## src/rtl/dot_accumulator.sv

```systemverilog
// dot_accumulator: sums a run of Len unsigned 32-bit partial sums arriving on a
// valid/ready stream and presents the 32-bit wrapped total together with a
// sticky carry-out flag on a valid/ready result port.
module dot_accumulator #(
    parameter int LEN_W = 8
) (
    input  logic             Clk,
    input  logic             Reset,
    input  logic             Start,
    input  logic [LEN_W-1:0] Len,
    input  logic             In_Valid,
    input  logic [31:0]      In_Data,
    output logic             In_Ready,
    output logic             Out_Valid,
    input  logic             Out_Ready,
    output logic [31:0]      Out_Data,
    output logic             Ovf,
    output logic             Busy
);

    typedef enum logic [1:0] {
        IDLE = 2'd0,
        ACC  = 2'd1,
        DONE = 2'd2
    } state_t;

    state_t           state;
    state_t           state_next;
    logic [31:0]      acc;
    logic [LEN_W-1:0] cnt;
    logic [LEN_W-1:0] len_q;
    logic             ovf;
    logic [32:0]      sum;
    logic             beat;
    logic             last_beat;

    // A beat is taken only while in ACC; the wide sum exposes the carry-out.
    always_comb begin
        sum       = {1'b0, acc} + {1'b0, In_Data};
        beat      = (state == ACC) && In_Valid;
        last_beat = beat && (cnt == (len_q - LEN_W'(1)));
    end

    // State register; Reset wins over every other input.
    always_ff @(posedge Clk) begin
        if (Reset) begin
            state <= IDLE;
        end else begin
            state <= state_next;
        end
    end

    // Next-state decode: Start only matters in IDLE, a zero-length run skips ACC.
    always_comb begin
        state_next = state;
        case (state)
            IDLE: begin
                if (Start) begin
                    state_next = (Len == '0) ? DONE : ACC;
                end
            end
            ACC: begin
                if (last_beat) begin
                    state_next = DONE;
                end
            end
            DONE: begin
                if (Out_Ready) begin
                    state_next = IDLE;
                end
            end
            default: state_next = IDLE;
        endcase
    end

    // Datapath: clear on an accepted Start, accumulate on accepted beats, hold otherwise.
    always_ff @(posedge Clk) begin
        if (Reset) begin
            acc   <= '0;
            cnt   <= '0;
            len_q <= '0;
            ovf   <= 1'b0;
        end else if (state == IDLE && Start) begin
            acc   <= '0;
            cnt   <= '0;
            ovf   <= 1'b0;
            len_q <= Len;
        end else if (beat) begin
            acc <= sum[31:0];
            cnt <= cnt + LEN_W'(1);
            if (sum[32]) begin
                ovf <= 1'b1;
            end
        end
    end

    // Outputs are either registers or pure state decodes.
    always_comb begin
        In_Ready  = (state == ACC);
        Out_Valid = (state == DONE);
        Busy      = (state != IDLE);
        Out_Data  = acc;
        Ovf       = ovf;
    end

endmodule

```

## config.mk

```make
export PLATFORM = sky130hd
export DESIGN_NAME = dot_accumulator
export DESIGN_NICKNAME = d
export VERILOG_FILES = /design/src/rtl/dot_accumulator.sv
export SDC_FILE = /design/constraint.sdc
export NUM_CORES = 1
export LEC_CHECK = 0
export CORE_MARGIN = 10
export CORE_UTILIZATION = 25
export DETAILED_ROUTE_END_ITERATION = 16
export GPL_TIMING_DRIVEN = 0
export PLACE_DENSITY = 0.42
export RECOVER_POWER = 50
export SLEW_MARGIN = 20
export SYNTH_ARGS = -nofsm -noshare
export SYNTH_HDL_FRONTEND = slang
export SYNTH_SLANG_ARGS = --single-unit
export TNS_END_PERCENT = 5
```

## constraint.sdc

```tcl
create_clock -name Clk -period 2.9 [get_ports Clk]
set_input_delay 0.58 -clock Clk [delete_from_list [all_inputs] [get_ports Clk]]
set_output_delay 0.58 -clock Clk [all_outputs]
set_load 0.1 [all_outputs]
```

==> key figures, run 1 <==
Timing
  – Total negative setup slack: 0 ns
  – Hold_ws: 0.466 ns
  – Normalized max-slew margin: 31.9%
  – Tcrit/Tclk final: 98.0%
  – Final number of setup-violating endpoints: 0
  – Clock Skews: 0.00692 ns
  – Maximum clock frequency: 352 MHz
  – Transition time of the tightest slew-check pin: between 1 and 1.5 ns
  – Unrepaired setup endpoints after global routing: yes
  – Max-slew violation count: 0
  – Final min period: 2.84 ns
  – Final hold violation count: 0

Critical path
  – Critical path buffer and inverter count: 1
  – CP Capture Type: flop
  – Worst Path Class, Setup: in -> reg
  – Startpoint type of the worst setup path: input pin
  – Critical path, cell by cell: clkdlybuf4s50_1 > ha_1 > a21o_1 > nand4_1 > a21oi_4 > a311oi_4 > o21ai_4 > a21oi_4 > o2111a_1 > or3_1
  – Worst path top cell family by delay: compound AO/OA/AOI/OAI gates
  – Maximum fanout along the worst path: 5
  – Critical path arrival: 3.04 ns
  – Cell seen most often among critical-path stages: sky130_fd_sc_hd__a21oi_4
  – Number of cells on the critical path: 10
  – Depth of the most critical reg-to-reg path: 10
  – Crit-path max cell delay: 0.46 ns
  – Required arrival time at the worst endpoint: ~3.1 ns
  – Cell with the largest stage delay on the worst path: sky130_fd_sc_hd__clkdlybuf4s50_1
  – Worst R2R Start: Out_Data[0]$_SDFFE_PP0P_
  – CP startpoint: In_Data[1]

Routing
  – Average detailed-routed wire length per instance: 15.5 µm
  – Drc violations: 0
  – Total via count after detailed routing: 3821
  – Total Routed Length: 12400 µm
  – Detailed Route Iter0 Violations: 181
  – First-pass iteration count of the detailed router: 4
  – Post-detailed-route count of antenna-violating nets: 0
  – Avg Vias per Cell: 4.76

Job
  – Max-cap violations: 0

Clock network
  – Master cell of the clock root buffer: sky130_fd_sc_hd__clkbuf_16
  – TritonCTS Buffers: 5
  – Worst skew pair latency: ~0.32 ns
  – TritonCTS clock tree: yes
  – Htree depth: 2
  – Clock transition at the registers of the reported paths: approximately 0.070 ns
  – Clock sinks: 51
  – Clock Tree Buf Depth: 2

Cells and area
  – Footprint of the multi-input gates: 2860 µm²
  – Layout Nets: 670
  – Share of post-route cells with drive strength above 1: 8.29%
  – Number of antenna repair diodes: 0
  – Fillcell total: 1651
  – Area used by sequential logic in the layout: 1020 µm²
  – Post-Layout Cell Count: 802
  – Synth-to-layout area growth: 34.4%

Global route
  – Met2 Resource Use GR: 18.1%
  – Aggregate global-route resource usage: between 10% and 20%
  – Total grt overflow: 0
  – Antenna violations before repair: 0
  – Number of global-route vias before repair: 3819
  – Met1 global-route usage: between 10% and 20%
  – Busiest layer in global routing: met2
  – Global-route wire length before repair: 20300 µm
  – Met3 global-route usage: 2.55%
  – Largest net degree at the start of global routing: 17

Die
  – Die boundary width: between 100 and 150 µm
  – Core Area: 15300 µm²
  – Area of the die: 21100 µm²
  – I/O pin total: 81
  – Site row count: 45
  – Initial cell density of the core: 25.7%
  – Die Y: 145 µm

Power
  – Maximum ir drop on the vdd rail: 0.000208 V
  – Total power density per cell area: around 380 nW/µm²
  – Static Leak: 2.20 nW

Synth
  – Count of cell types in the netlist: 58
  – Synthesized-area fraction occupied by adder cells: 11.4%
  – Post-Syn Nets: 580
  – Main flop type after synthesis: sky130_fd_sc_hd__dfxtp_1
  – Number of enable flip-flop cells after synthesis: 0
  – Syn Area/Cell: 7.84 µm²
  – Mux share of post-synthesis cell area: 2.59%
  – Post-Syn Instances: 500
  – Share of the synthesized netlist area taken by xor and xnor gates: 9.16%
  – Yosys reg bits: 51
  – Main combinational cell family by area after synthesis: compound AO/OA/AOI/OAI gates
  – Area fraction in and, or, nand and nor cells after synthesis: between 20% and 30%
  – Ys async rst share: 0%
  – Count of yosys warnings during synthesis: 0
  – Complex-gate fraction of the synthesized area: 26.2%
  – Cell area after technology mapping: 3920 µm²
  – Proportion of synthesized chip area in sequential cells: 26.1%

Place
  – Port Buf Inserts: 80
  – Final weighted congestion in routability-driven placement: 0.834
  – Cell count after placement: 791
  – Hpwl dp: 9750 µm

Min path
  – Kind of path behind the tightest hold check: reg -> reg
  – Launch point of the worst hold path: Out_Data[28]$_SDFFE_PP0P_
  – Hold Path Depth: 2

Status
  – Status: completed
sequential cells by signal, summed over array words and instances (netlist names):
name	count
cnt	8
state	2
Ovf	1
len_q	8
Out_Data	32
cell type report:
type | instances | share of cell area [%]
Inverter | 12 | 0.855
Tap cell | 211 | 5.01
Multi-Input combinational cell | 412 | 54.2
Buffer | 24 | 1.95
Sequential cell | 51 | 19.4
Clock inverter | 2 | 0.309
Clock buffer | 6 | 2.45
Timing Repair Buffer | 84 | 15.8
logic make-up after synthesis:
| family | after synthesis |
|---|---|
| AND/OR/NAND/NOR | 174 |
| adder cells (fa/ha/maj) | 35 |
| XOR/XNOR | 41 |
| multiplexers | 10 |
| flip-flops | 51 |
| buffers and inverters | 37 |
| AO/OA/AOI/OAI | 152 |
worst reg2reg max path: stages (launching register included):
cell,delay (ns)
sky130_fd_sc_hd__dfxtp_1,0.33
sky130_fd_sc_hd__ha_2,0.19
sky130_fd_sc_hd__fa_2,0.44
sky130_fd_sc_hd__a211oi_4,0.28
sky130_fd_sc_hd__nor4_4,0.07
sky130_fd_sc_hd__o21ai_2,0.23
sky130_fd_sc_hd__nand3b_1,0.24
sky130_fd_sc_hd__a31oi_2,0.29
sky130_fd_sc_hd__o21bai_2,0.09
sky130_fd_sc_hd__xor2_1,0.14
sky130_fd_sc_hd__a22o_1,0.20
layout by cell type (no fill, tap or decap), types with 3 or more instances in the layout:
| cell | count |
|---|---|
| sky130_fd_sc_hd__nand2_1 | 61 |
| sky130_fd_sc_hd__clkdlybuf4s50_1 | 59 |
| sky130_fd_sc_hd__dfxtp_1 | 51 |
| sky130_fd_sc_hd__a21oi_1 | 49 |
| sky130_fd_sc_hd__nor2_1 | 44 |
| sky130_fd_sc_hd__ha_1 | 32 |
| sky130_fd_sc_hd__xor2_1 | 22 |
| sky130_fd_sc_hd__a21o_1 | 22 |
| sky130_fd_sc_hd__clkbuf_1 | 20 |
| sky130_fd_sc_hd__dlygate4sd3_1 | 20 |
| sky130_fd_sc_hd__xnor2_1 | 19 |
| sky130_fd_sc_hd__o21ai_0 | 14 |
| sky130_fd_sc_hd__nand3_1 | 14 |
| sky130_fd_sc_hd__nand4_1 | 14 |
| sky130_fd_sc_hd__inv_1 | 12 |
| sky130_fd_sc_hd__o21ai_1 | 12 |
| sky130_fd_sc_hd__mux2i_1 | 9 |
| sky130_fd_sc_hd__nor3_1 | 8 |
| sky130_fd_sc_hd__a211oi_1 | 5 |
| sky130_fd_sc_hd__clkbuf_16 | 5 |
| sky130_fd_sc_hd__buf_2 | 4 |
| sky130_fd_sc_hd__nor4_1 | 4 |
| sky130_fd_sc_hd__o21a_1 | 4 |
| sky130_fd_sc_hd__a21oi_2 | 4 |
| sky130_fd_sc_hd__o21bai_1 | 4 |
| sky130_fd_sc_hd__buf_4 | 4 |
| sky130_fd_sc_hd__or2_2 | 3 |
| sky130_fd_sc_hd__nand2b_1 | 3 |
| sky130_fd_sc_hd__a32o_1 | 3 |
| sky130_fd_sc_hd__nand3b_1 | 3 |
| sky130_fd_sc_hd__o22ai_1 | 3 |
| sky130_fd_sc_hd__and3_1 | 3 |
| sky130_fd_sc_hd__a31oi_1 | 3 |
| sky130_fd_sc_hd__or3_1 | 3 |
| sky130_fd_sc_hd__nor2b_1 | 3 |
metrics by stage:
step           power [mW]  utilization, %  setup slack [ns]  cell area (µm²)
6_report             1.99            34.5            0.0568             5270
4_1_cts              2.02            34.0           -0.0217             5180
3_5_place_dp         1.35            32.7            -0.645             4990
5_1_grt              2.10            34.5           -0.0601             5270
3_3_place_gp         1.35            32.7            -0.627             4990
2_1_floorplan        1.17               -           -0.0771             3920
worst paths after layout:
kind                               end  slack (ns)
max reg2reg  Out_Data[18]$_SDFFE_PP0P_        0.29
min reg2reg  Out_Data[28]$_SDFFE_PP0P_        0.47
min          Out_Data[28]$_SDFFE_PP0P_        0.47
max          Out_Data[29]$_SDFFE_PP0P_        0.06
power by group:
part	switching, mW	internal (mW)	leakage, nW
Sequential	0.0220	0.723	0.414
Clock	0.322	0.326	0.0675
Combinational	0.378	0.223	1.71
Total	0.722	1.27	2.20
synth_stat cells, types with 12 or more instances:
library cell / number / area share [%]
sky130_fd_sc_hd__nor2_1: 45 / 4.3
sky130_fd_sc_hd__inv_1: 12 / 1.1
sky130_fd_sc_hd__nand3_1: 14 / 1.8
sky130_fd_sc_hd__nand2_1: 62 / 5.9
sky130_fd_sc_hd__clkbuf_1: 17 / 1.6
sky130_fd_sc_hd__xnor2_1: 19 / 4.2
sky130_fd_sc_hd__a21oi_1: 51 / 6.5
sky130_fd_sc_hd__o21ai_1: 14 / 1.8
sky130_fd_sc_hd__ha_1: 34 / 11
sky130_fd_sc_hd__o21ai_0: 14 / 1.8
sky130_fd_sc_hd__xor2_1: 22 / 4.9
sky130_fd_sc_hd__nand4_1: 14 / 2.2
sky130_fd_sc_hd__dfxtp_1: 51 / 26
sky130_fd_sc_hd__a21o_1: 22 / 4.2
metal layers:
metal	routed length, µm	share of wire, %	up-vias
li1	-	-	1973
met1	6150	49	1761
met2	5590	45	77
met3	509	4.1	10
met4	197	1.6	0
met5	0	0	-
timing repair:
action / CTS / global route
hold buffers: 0 / 0
setup endpoints to repair: 9 / 13
pin swaps: 5 / 7
buffers inserted: 2 / 2
gates resized for setup: 8 / 15
Power figures use the tool's default switching activity.
==> run 2, diff against run 1 <==
--- a/config.mk
+++ b/config.mk
@@ -5,6 +5,7 @@
 export SDC_FILE = /design/constraint.sdc
 export NUM_CORES = 1
 export LEC_CHECK = 0
+export CORE_ASPECT_RATIO = 1.75
 export CORE_MARGIN = 10
 export CORE_UTILIZATION = 25
 export DETAILED_ROUTE_END_ITERATION = 16
==> constraint.sdc (replaced) <==
create_clock -name Clk -period 2.7 [get_ports Clk]
set_input_delay 0.54 -clock Clk [delete_from_list [all_inputs] [get_ports Clk]]
set_output_delay 0.54 -clock Clk [all_outputs]
set_load 0.1 [all_outputs]
==> run 2 against run 1 <==
Net effect: sequential share of layout area shrank 0.69 points; worst setup slack lost 0.0026 ns; critical endpoint unchanged; largest power group unchanged; core utilization grew 1.4 points; sequential power grew 7.9%.
==> key figures, run 2 (synthesis gave the netlist of run 1 again) <==
Power
  – Static Leak: 2.29 nW (+4.5%)
  – Total power density per cell area: 413 nW/µm² (+9.2%)
  – Post-layout power: 2.29 mW (+15%)
  – Maximum ir drop on the vdd rail: 0.000317 V (+53%)

Place
  – Final weighted congestion in routability-driven placement: 0.826 (-1.0%)
  – Hpwl dp: 10700 µm (+9.9%)
  – Cell count after placement: 766 (-3.2%)
  – Port Buf Inserts: 80 (unchanged)

Global route
  – Number of global-route vias before repair: 4176 (+9.3%)
  – Global-route wire length before repair: 21600 µm (+6.1%)
  – Antenna violations before repair: 0 (unchanged)
  – Aggregate global-route resource usage: 12.6% (+1.0 points)
  – Total grt overflow: 0 (unchanged)
  – Largest net degree at the start of global routing: 17 (unchanged)

Clock network
  – Clock Tree Buf Depth: 2 (unchanged)
  – Clock transition at the registers of the reported paths: 0.08 ns (about the same)
  – Htree depth: 2 (unchanged)
  – TritonCTS Buffers: 5 (unchanged)
  – TritonCTS clock tree: yes
  – Number of hold buffers added after cts: 0 (unchanged)
  – Master cell of the clock root buffer: sky130_fd_sc_hd__clkbuf_16
  – Clock sinks: 51 (unchanged)
  – Worst skew pair latency: 0.30 ns (-0.02 ns)

Die
  – I/O pin total: 81 (unchanged)
  – Die Y: 186 µm (+28%)
  – Initial cell density of the core: 25.5% (-0.22 points)
  – Core Area: 15400 µm² (+0.86%)
  – Area of the die: 21300 µm² (+0.93%)
  – Die boundary width: 115 µm (-21%)
  – Site row count: 60 (+33%)

Timing
  – Tcrit/Tclk final: 98.0%
  – Final number of setup-violating endpoints: 0 (unchanged)
  – Final min period: between 2 and 3 ns
  – Unrepaired setup endpoints after global routing: yes
  – Final hold violation count: 0 (unchanged)
  – Max-slew violation count: 0 (unchanged)
  – Normalized max-slew margin: 33.5% (+1.6 points)
  – Clock Skews: 0.00653 ns (-0.000391 ns)
  – Transition time of the tightest slew-check pin: 0.994 ns (-0.0246 ns)
  – Maximum clock frequency: about 380 MHz

Cells and area
  – Most frequent standard cell in the layout excluding fill and tap cells: sky130_fd_sc_hd__nand2_1
  – Flip-flop count of the largest register, all copies and words added: 32 (unchanged)
  – Number of antenna repair diodes: 0 (unchanged)
  – Layout Nets: 681 (+1.6%)
  – Share of post-route cells with drive strength above 1: 15.1% (+6.8 points)
  – Most frequent cells in the layout: 60 x sky130_fd_sc_hd__nand2_1, 58 x sky130_fd_sc_hd__clkdlybuf4s50_1, 46 x sky130_fd_sc_hd__a21oi_1
  – Fraction of the core area covered by cells at the end of the flow: 35.9% (+1.4 points)
  – Post-Layout Cell Count: 788 (-1.7%)
  – Fillcell total: 1635 (-0.97%)
  – Synth-to-layout area growth: 41.1%

Status
  – Status: completed

Critical path
  – Cell with the largest stage delay on the worst path: sky130_fd_sc_hd__clkdlybuf4s50_1
  – Worst path top cell family by delay: compound AO/OA/AOI/OAI gates
  – Critical path arrival: 2.83 ns (-0.21 ns)
  – Maximum fanout along the worst path: 8 (+3)
  – Critical path, cell by cell: clkdlybuf4s50_1 > ha_1 > buf_6 > a21o_1 > a21o_1 > a21oi_2 > o21ai_1 > a31oi_2 > mux2_2 > a21oi_1 > or3_1
  – Startpoint type of the worst setup path: input pin
  – Cell seen most often among critical-path stages: sky130_fd_sc_hd__a21o_1
  – Critical path buffer and inverter count: 2 (+1)
  – Crit-path max cell delay: 0.42 ns (-0.04 ns)
  – Required arrival time at the worst endpoint: 2.88 ns (-0.22 ns)
  – Register-to-register setup slack: 0.22 ns (-0.07 ns)
  – Worst Path Class, Setup: in -> reg
  – CP Capture Type: flop

Routing
  – First-pass iteration count of the detailed router: 4 (unchanged)
  – Drc violations: 0 (unchanged)
  – Avg Vias per Cell: 5.03 (+5.6%)
  – Average detailed-routed wire length per instance: 17.2 µm (+11%)
  – Total Routed Length: 13500 µm (+8.8%)
  – Post-detailed-route count of antenna-violating nets: 0 (unchanged)
  – Total via count after detailed routing: 3966 (+3.8%)
  – Detailed Route Iter0 Violations: 119 (-34%)

Min path
  – Kind of path behind the tightest hold check: reg -> reg

Job
  – Max-cap violations: 0 (unchanged)
==> run 2: worst paths after layout <==
| path | startpoint | end | cells after the start |
|---|---|---|---|
| setup / recovery | In_Data[22] | Out_Data[29]$_SDFFE_PP0P_ | 11 |
| hold reg to reg | Out_Data[22]$_SDFFE_PP0P_ | Out_Data[22]$_SDFFE_PP0P_ | 2 |
| hold / removal | Out_Data[22]$_SDFFE_PP0P_ | Out_Data[22]$_SDFFE_PP0P_ | 2 |
| setup reg to reg | Out_Data[0]$_SDFFE_PP0P_ | Out_Data[18]$_SDFFE_PP0P_ | 10 |
==> run 2: power breakdown <==
part | switching, mW | leakage [nW] | total, mW | internal [mW]
Sequential | 0.0265 | 0.419 | 0.804 | 0.778
Combinational | 0.422 | 1.79 | 0.686 | 0.264
Clock | 0.327 | 0.0875 | 0.795 | 0.468
Total | 0.776 | 2.29 | 2.29 | 1.51
==> run 2: layer usage <==
metal / track usage (%) / share of wire, % / vias to the layer above
met1: 12.5 / 37 / 1858
met4: 5.33 / 3.4 / 0
li1: - / - / 2001
met5: 0 / 0 / -
met3: 2.64 / 4.6 / 24
met2: 24.2 / 55 / 83
==> run 2: layout make-up <==
class	instances	area, µm²	share of cell area [%]
flip-flops and latches	51	1030	18.7
clock buffers	6	139	2.51
repair buffers	96	941	17.0
clock inverters	2	38.8	0.702
inverters	12	45.0	0.815
multi-input cells	412	2990	54.0
well taps	186	233	4.21
plain buffers	23	113	2.04
==> run 2: worst min-delay path: cells and delay by family (launching register included) <==
family / cells / cell delay (ns)
compound gates: 1 / 0.05
flops: 1 / 0.34
simple gates: 1 / 0.05
==> run 2: what timing repair did <==
action / in CTS / in global routing
buffers inserted: 10 / 6
pin swaps: 19 / 24
resized for setup: 28 / 31
hold endpoints to repair: 0 / 0
setup endpoints to repair: 16 / 15
==> run 2: stage by stage <==
stage	TNS (ns)	setup slack, ns	hold WS (ns)	instance area (µm²)
floorplan	-0.357	-0.123	0.477	3930
global placement	-9.86	-0.809	0.455	4970
detailed placement	-9.81	-0.824	0.456	4970
CTS	-0.00369	-0.00369	0.474	5370
global route	-0.0581	-0.0456	0.486	5530
finish	0	0.0541	0.469	5530
